<file path="src/rtl/router_pkg.sv">
// Shared types and helpers for the router output-port arbiter.
// Round-robin arbitration is enabled by defining ARB_ROUND_ROBIN_EN.
package router_pkg;

  localparam int PORT_INJECT = 0;

  typedef enum logic {
    IDLE   = 1'b0,
    LOCKED = 1'b1
  } arb_state_t;

  function automatic int sel_width(input int n);
    return (n < 2) ? 1 : $clog2(n);
  endfunction

endpackage

</file>
<file path="src/rtl/rr_priority_picker.sv">
// Cyclic priority picker: first requesting index at or after start_idx wins.
// With start_idx tied to 0 it degenerates to lowest-index fixed priority.
module rr_priority_picker
  import router_pkg::*;
#(
  parameter int NUM_PORTS = 4,
  parameter int SEL_W     = sel_width(NUM_PORTS)
) (
  input  logic [NUM_PORTS-1:0] req,
  input  logic [SEL_W-1:0]     start_idx,
  output logic [NUM_PORTS-1:0] win_onehot,
  output logic [SEL_W-1:0]     win_idx
);

  logic [SEL_W:0]   cand_sum [NUM_PORTS];
  logic [SEL_W-1:0] cand_idx [NUM_PORTS];
  logic             found;

  // cand_idx[k] is the k-th index visited when searching from start_idx
  genvar gi;
  for (gi = 0; gi < NUM_PORTS; gi++) begin : g_cand
    assign cand_sum[gi] = {1'b0, start_idx} + (SEL_W+1)'(gi);
    assign cand_idx[gi] = (cand_sum[gi] >= (SEL_W+1)'(NUM_PORTS))
                        ? SEL_W'(cand_sum[gi] - (SEL_W+1)'(NUM_PORTS))
                        : cand_sum[gi][SEL_W-1:0];
  end

  always_comb begin
    win_onehot = '0;
    win_idx    = '0;
    found      = 1'b0;
    for (int k = 0; k < NUM_PORTS; k++) begin
      if (!found && req[cand_idx[k]]) begin
        found   = 1'b1;
        win_idx = cand_idx[k];
      end
    end
    if (found) win_onehot[win_idx] = 1'b1;
  end

endmodule

</file>
<file path="src/rtl/router_arbiter.sv">
// Output-port arbiter: grants one source per packet, held until its tail transfers.
// Define ARB_ROUND_ROBIN_EN for round-robin; otherwise lowest index (self-injection) wins.
module router_arbiter
  import router_pkg::*;
#(
  parameter int NUM_PORTS = 4,
  parameter int SEL_W     = sel_width(NUM_PORTS)
) (
  input  logic                 clk,
  input  logic                 rst,
  input  logic [NUM_PORTS-1:0] req,
  input  logic [NUM_PORTS-1:0] tail,
  input  logic                 out_ready,
  output logic                 grant_valid,
  output logic [SEL_W-1:0]     mux_select,
  output logic [NUM_PORTS-1:0] block
);

  arb_state_t             state_q, state_d;
  logic [SEL_W-1:0]       owner_q, owner_d;
  logic [SEL_W-1:0]       start_idx;
  logic [NUM_PORTS-1:0]   win_onehot;
  logic [SEL_W-1:0]       win_idx;
  logic                   xfer;
  logic                   tail_xfer;
  logic [SEL_W-1:0]       owner_next_idx;

`ifdef ARB_ROUND_ROBIN_EN
  logic [SEL_W-1:0] rr_ptr_q, rr_ptr_d;

  assign start_idx = rr_ptr_q;

  always_comb begin
    rr_ptr_d = rr_ptr_q;
    if (tail_xfer) rr_ptr_d = owner_next_idx;
  end

  always_ff @(posedge clk) begin
    if (rst) rr_ptr_q <= '0;
    else     rr_ptr_q <= rr_ptr_d;
  end
`else
  assign start_idx = '0;
`endif

  rr_priority_picker #(
    .NUM_PORTS (NUM_PORTS),
    .SEL_W     (SEL_W)
  ) u_picker (
    .req        (req),
    .start_idx  (start_idx),
    .win_onehot (win_onehot),
    .win_idx    (win_idx)
  );

  assign grant_valid    = (state_q == LOCKED);
  assign mux_select     = owner_q;
  assign xfer           = grant_valid & req[owner_q] & out_ready;
  assign tail_xfer      = xfer & tail[owner_q];
  assign owner_next_idx = (owner_q == SEL_W'(NUM_PORTS - 1)) ? '0 : owner_q + 1'b1;

  always_comb begin
    state_d = state_q;
    owner_d = owner_q;
    unique case (state_q)
      IDLE: begin
        if (|win_onehot) begin
          owner_d = win_idx;
          state_d = LOCKED;
        end
      end
      LOCKED: begin
        if (tail_xfer) state_d = IDLE;
      end
      default: state_d = IDLE;
    endcase
  end

  always_ff @(posedge clk) begin
    if (rst) begin
      state_q <= IDLE;
      owner_q <= '0;
    end else begin
      state_q <= state_d;
      owner_q <= owner_d;
    end
  end

  // Only the owner moves, and only when downstream accepts; reset blocks everyone.
  for (genvar gi = 0; gi < NUM_PORTS; gi++) begin : g_block
    assign block[gi] = req[gi] &
                       ~(~rst & grant_valid & (owner_q == SEL_W'(gi)) & out_ready);
  end

endmodule

</file>
<file path="config.mk">
export PLATFORM = sky130hd
export DESIGN_NAME = router_arbiter
export DESIGN_NICKNAME = d
export VERILOG_FILES = /design/src/rtl/router_pkg.sv /design/src/rtl/rr_priority_picker.sv /design/src/rtl/router_arbiter.sv
export SDC_FILE = /design/constraint.sdc
export NUM_CORES = 1
export LEC_CHECK = 0
export ABC_AREA = 1
export CORE_AREA = 8 8 45 47
export DETAILED_ROUTE_END_ITERATION = 6
export DIE_AREA = 0 0 53 55
export PLACE_DENSITY = 0.73
export SLEW_MARGIN = 40
export SYNTH_ARGS = -nofsm -noshare
export SYNTH_HDL_FRONTEND = slang
export SYNTH_HIERARCHICAL = 1
export SYNTH_SLANG_ARGS = --single-unit
export TNS_END_PERCENT = 10
</file>
<file path="constraint.sdc">
create_clock -name clk -period 1.85 [get_ports clk]
set_clock_uncertainty 0.1 [all_clocks]
set_input_delay 0.185 -clock clk [delete_from_list [all_inputs] [get_ports clk]]
set_output_delay 0.185 -clock clk [all_outputs]
set_load 0.01 [all_outputs]
</file>
==> flow_metrics.tcl <==
set metrics [dict create \
    period_needed_ns 1.76 \
    dpl_worst_slack_ns -0.356 \
    gp_congestion 0.758 \
    drive_gt1_frac 0.248 \
    crit_path_frequent_cell "clkdlybuf4s50_1" \
    antenna_found_initial 0 \
    cellPowerDensity_nw_per_um2 589 \
    drc_errors 0 \
    clk_latency_ns 0.24 \
    grt_max_degree 11 \
    cts_tree "done" \
    fin_nets 173 \
    track_usage 0.128 \
    p_seq_frac 0.172 \
    first_pass_iters 4 \
    power.share.clock 0.221 \
    slowest_delay_ns 0.56 \
    arrival_ns 1.47 \
    cp_top_family "buffers and inverters" \
    finish.instance_area_um2 950 \
    cp_slowest_cell "clkdlybuf4s50_1" \
    worstSetupPathType "primary input to output port" \
    synth-seq-area-share 0.109 \
    fmax_mhz 569 \
    placed_area_um2 865 \
    cp-end-kind "output port" \
    fp.dieW_um 53 \
    postCtsHoldBufs 0 \
    maxCapViolations 0 \
    r2r_cells 8 \
    maxSlewViolCount 0 \
    comb_power_share 0.607 \
    hold_path_class "register to register" \
    synth_top_cell_by_area "nand2_1" \
    wire_per_inst_um 9.51 \
    ys_warn_count 6 \
    hold_slack_ns 0.408 \
    worst-path-buf-inv 2 \
    finalWorstSetupSlack_ns 0.0912 \
    fp.dieH_um 55 \
    fin_crit_sh 0.951 \
    vias_per_cell 4.81 \
    ys_types 16 \
    nFillCells 141 \
    p_switching_mw 0.237 \
    cts_sinks 3 \
    worstPathCellList "clkdlybuf4s50_1, nand2_1, nor2_4, a31oi_1, clkdlybuf4s50_1" \
    io_buffers 17 \
    grt_pass1_wl_mm 2.93 \
    post-route-util 0.686 \
    timing.critical_path.fanout_max 4 \
    rows 14 \
    r2r_slack_ns 0.74 \
    synthTopCellsByArea "nand2_1 (39%), dfxtp_1 (11%), inv_1 (10%), nor2_1 (10%), nand3_1 (10%)" \
    core_area_um2 1380 \
    vdd_drop_max_v 0.000486 \
    outcome "complete, no violations" \
    grt_pass1_vias 777 \
    clockRootBuffer "clkbuf_4" \
    critPathLaunchType "primary input" \
    io_pins 18 \
    finalHoldViolCount 0 \
    area_growth_pct 72.1 \
    clk_path_buf_depth 2 \
    crit_start "out_ready" \
    vias 851 \
    avgSynthCellArea_um2 4.64 \
    ant_nets 0 \
    start_util 0.399 \
    reg2reg_from "mux_select[0]" \
    drt_wl_total_mm 1.68 \
    overflow 0 \
    path_clk_slew_ns 0.04 \
    sw_frac_of_total 0.425 \
    p_int_mw 0.322 \
    antenna_cells 0 \
    synth_top_area_share 0.395 \
    cts-htree-levels 1 \
    cp.required_ns 1.56 \
    die-area_um2 2920 \
    dpl.hpwl_mm 1.30 \
    synth_area_um2 552 \
    crit_path_end "block[3]" \
    synth.ff_latch_count 3 \
    reg2reg_to "grant_valid" \
    cts-buffers-inserted 3 \
    leakagePower_nw 0.558 \
    synth_cells 119 \
    drt_iter0_markers 27 \
    p_total_mw 0.559 \
    crit_cells 5 \
    setup-violations-final 0 \
]
stage by stage:
step | TNS [ns] | instances
5_1_grt | -0.00226 | 177
3_5_place_dp | -1.06 | 172
2_1_floorplan | 0 | 127
3_3_place_gp | -0.883 | 172
4_1_cts | 0 | 176
6_report | 0 | 177
sequential cells by signal, indices dropped and copies added, names as in the netlist:
name,flops
mux_select,2
grant_valid,1
worst register-to-register path: stages (launching register included):
cell and delay [ns]:
dfxtp_1 0.34, buf_4 0.15, nand2_1 0.05, nand2_1 0.06
nand2_1 0.04, nand2_1 0.06, nand3_1 0.08, nand2_1 0.08
a21oi_2 0.05
worst min path at each step:
| stage | slack, ns | startpoint | cells after the start | endpoint |
|---|---|---|---|---|
| floorplan | 0.15 | rst | 1 | grant_valid |
| global placement | 0.39 | grant_valid | 2 | grant_valid |
| detailed placement | 0.40 | grant_valid | 2 | grant_valid |
| CTS | 0.41 | grant_valid | 2 | grant_valid |
| global route | 0.44 | grant_valid | 2 | grant_valid |
| finish | 0.41 | grant_valid | 2 | grant_valid |
cells in the final DEF, fill, tap and decap left out, types with 5 or more instances in the layout:
cell,instances
nor2_1,8
conb_1,9
nand2_1,53
nand2_2,6
inv_1,14
clkdlybuf4s50_1,12
a31oi_1,5
nor2_2,6
nand3_1,10
buf_4,14
synthesized netlist by cell type:
cell and number:
a31oi_1 5, conb_1 1, nand3_2 1, nand2_1 58
buf_2 1, nand2_2 1, inv_2 2, a21o_1 1
a211oi_1 2, dfxtp_1 3, inv_1 15, nand3_1 11
nor2_1 15, o21ai_0 1, nand4_1 1, a21oi_2 1
layer usage:
metal,part of all wire,track usage,vias up,wire length (um)
met5,0,0,-,0
li1,-,-,448,-
met4,0.024,0.0647,0,40
met3,0.062,0.0294,8,104
met2,0.49,0.232,35,818
met1,0.43,0.135,360,721
cell families (layout without fill, tap and decap cells):
logic type	Yosys count	in the layout	share of synthesized area
compound gates	10	10	0.122
buf+inv	18	52	0.125
flops	3	3	0.109
other cells	1	9	0.00680
simple gates	87	87	0.637
power groups by stage:
stage,logic (mW),registers [mW],clock network [mW]
2_1_floorplan,0.162,0.105,0
3_3_place_gp,0.303,0.0958,0
3_5_place_dp,0.305,0.0956,0
4_1_cts,0.307,0.0945,0.127
5_1_grt,0.384,0.0974,0.131
6_report,0.339,0.0961,0.124
cell type report:
type / instances / area (um2) / share of cell area
Multi-Input combinational cell: 106 / 502 / 0.528
Timing Repair Buffer: 31 / 277 / 0.291
Sequential cell: 3 / 61.3 / 0.0646
Tap cell: 16 / 20.0 / 0.0211
Inverter: 17 / 63.8 / 0.0672
Clock buffer: 4 / 26.3 / 0.0277
repair_timing:
action                                  4_1_cts  5_1_grt
pin swaps                                     1       16
endpoints found under the setup margin        4        6
setup buffers                                 0        1
cloned                                        0        0
gates resized for setup                       4       22
No activity file was read; power rests on OpenSTA's default activity.
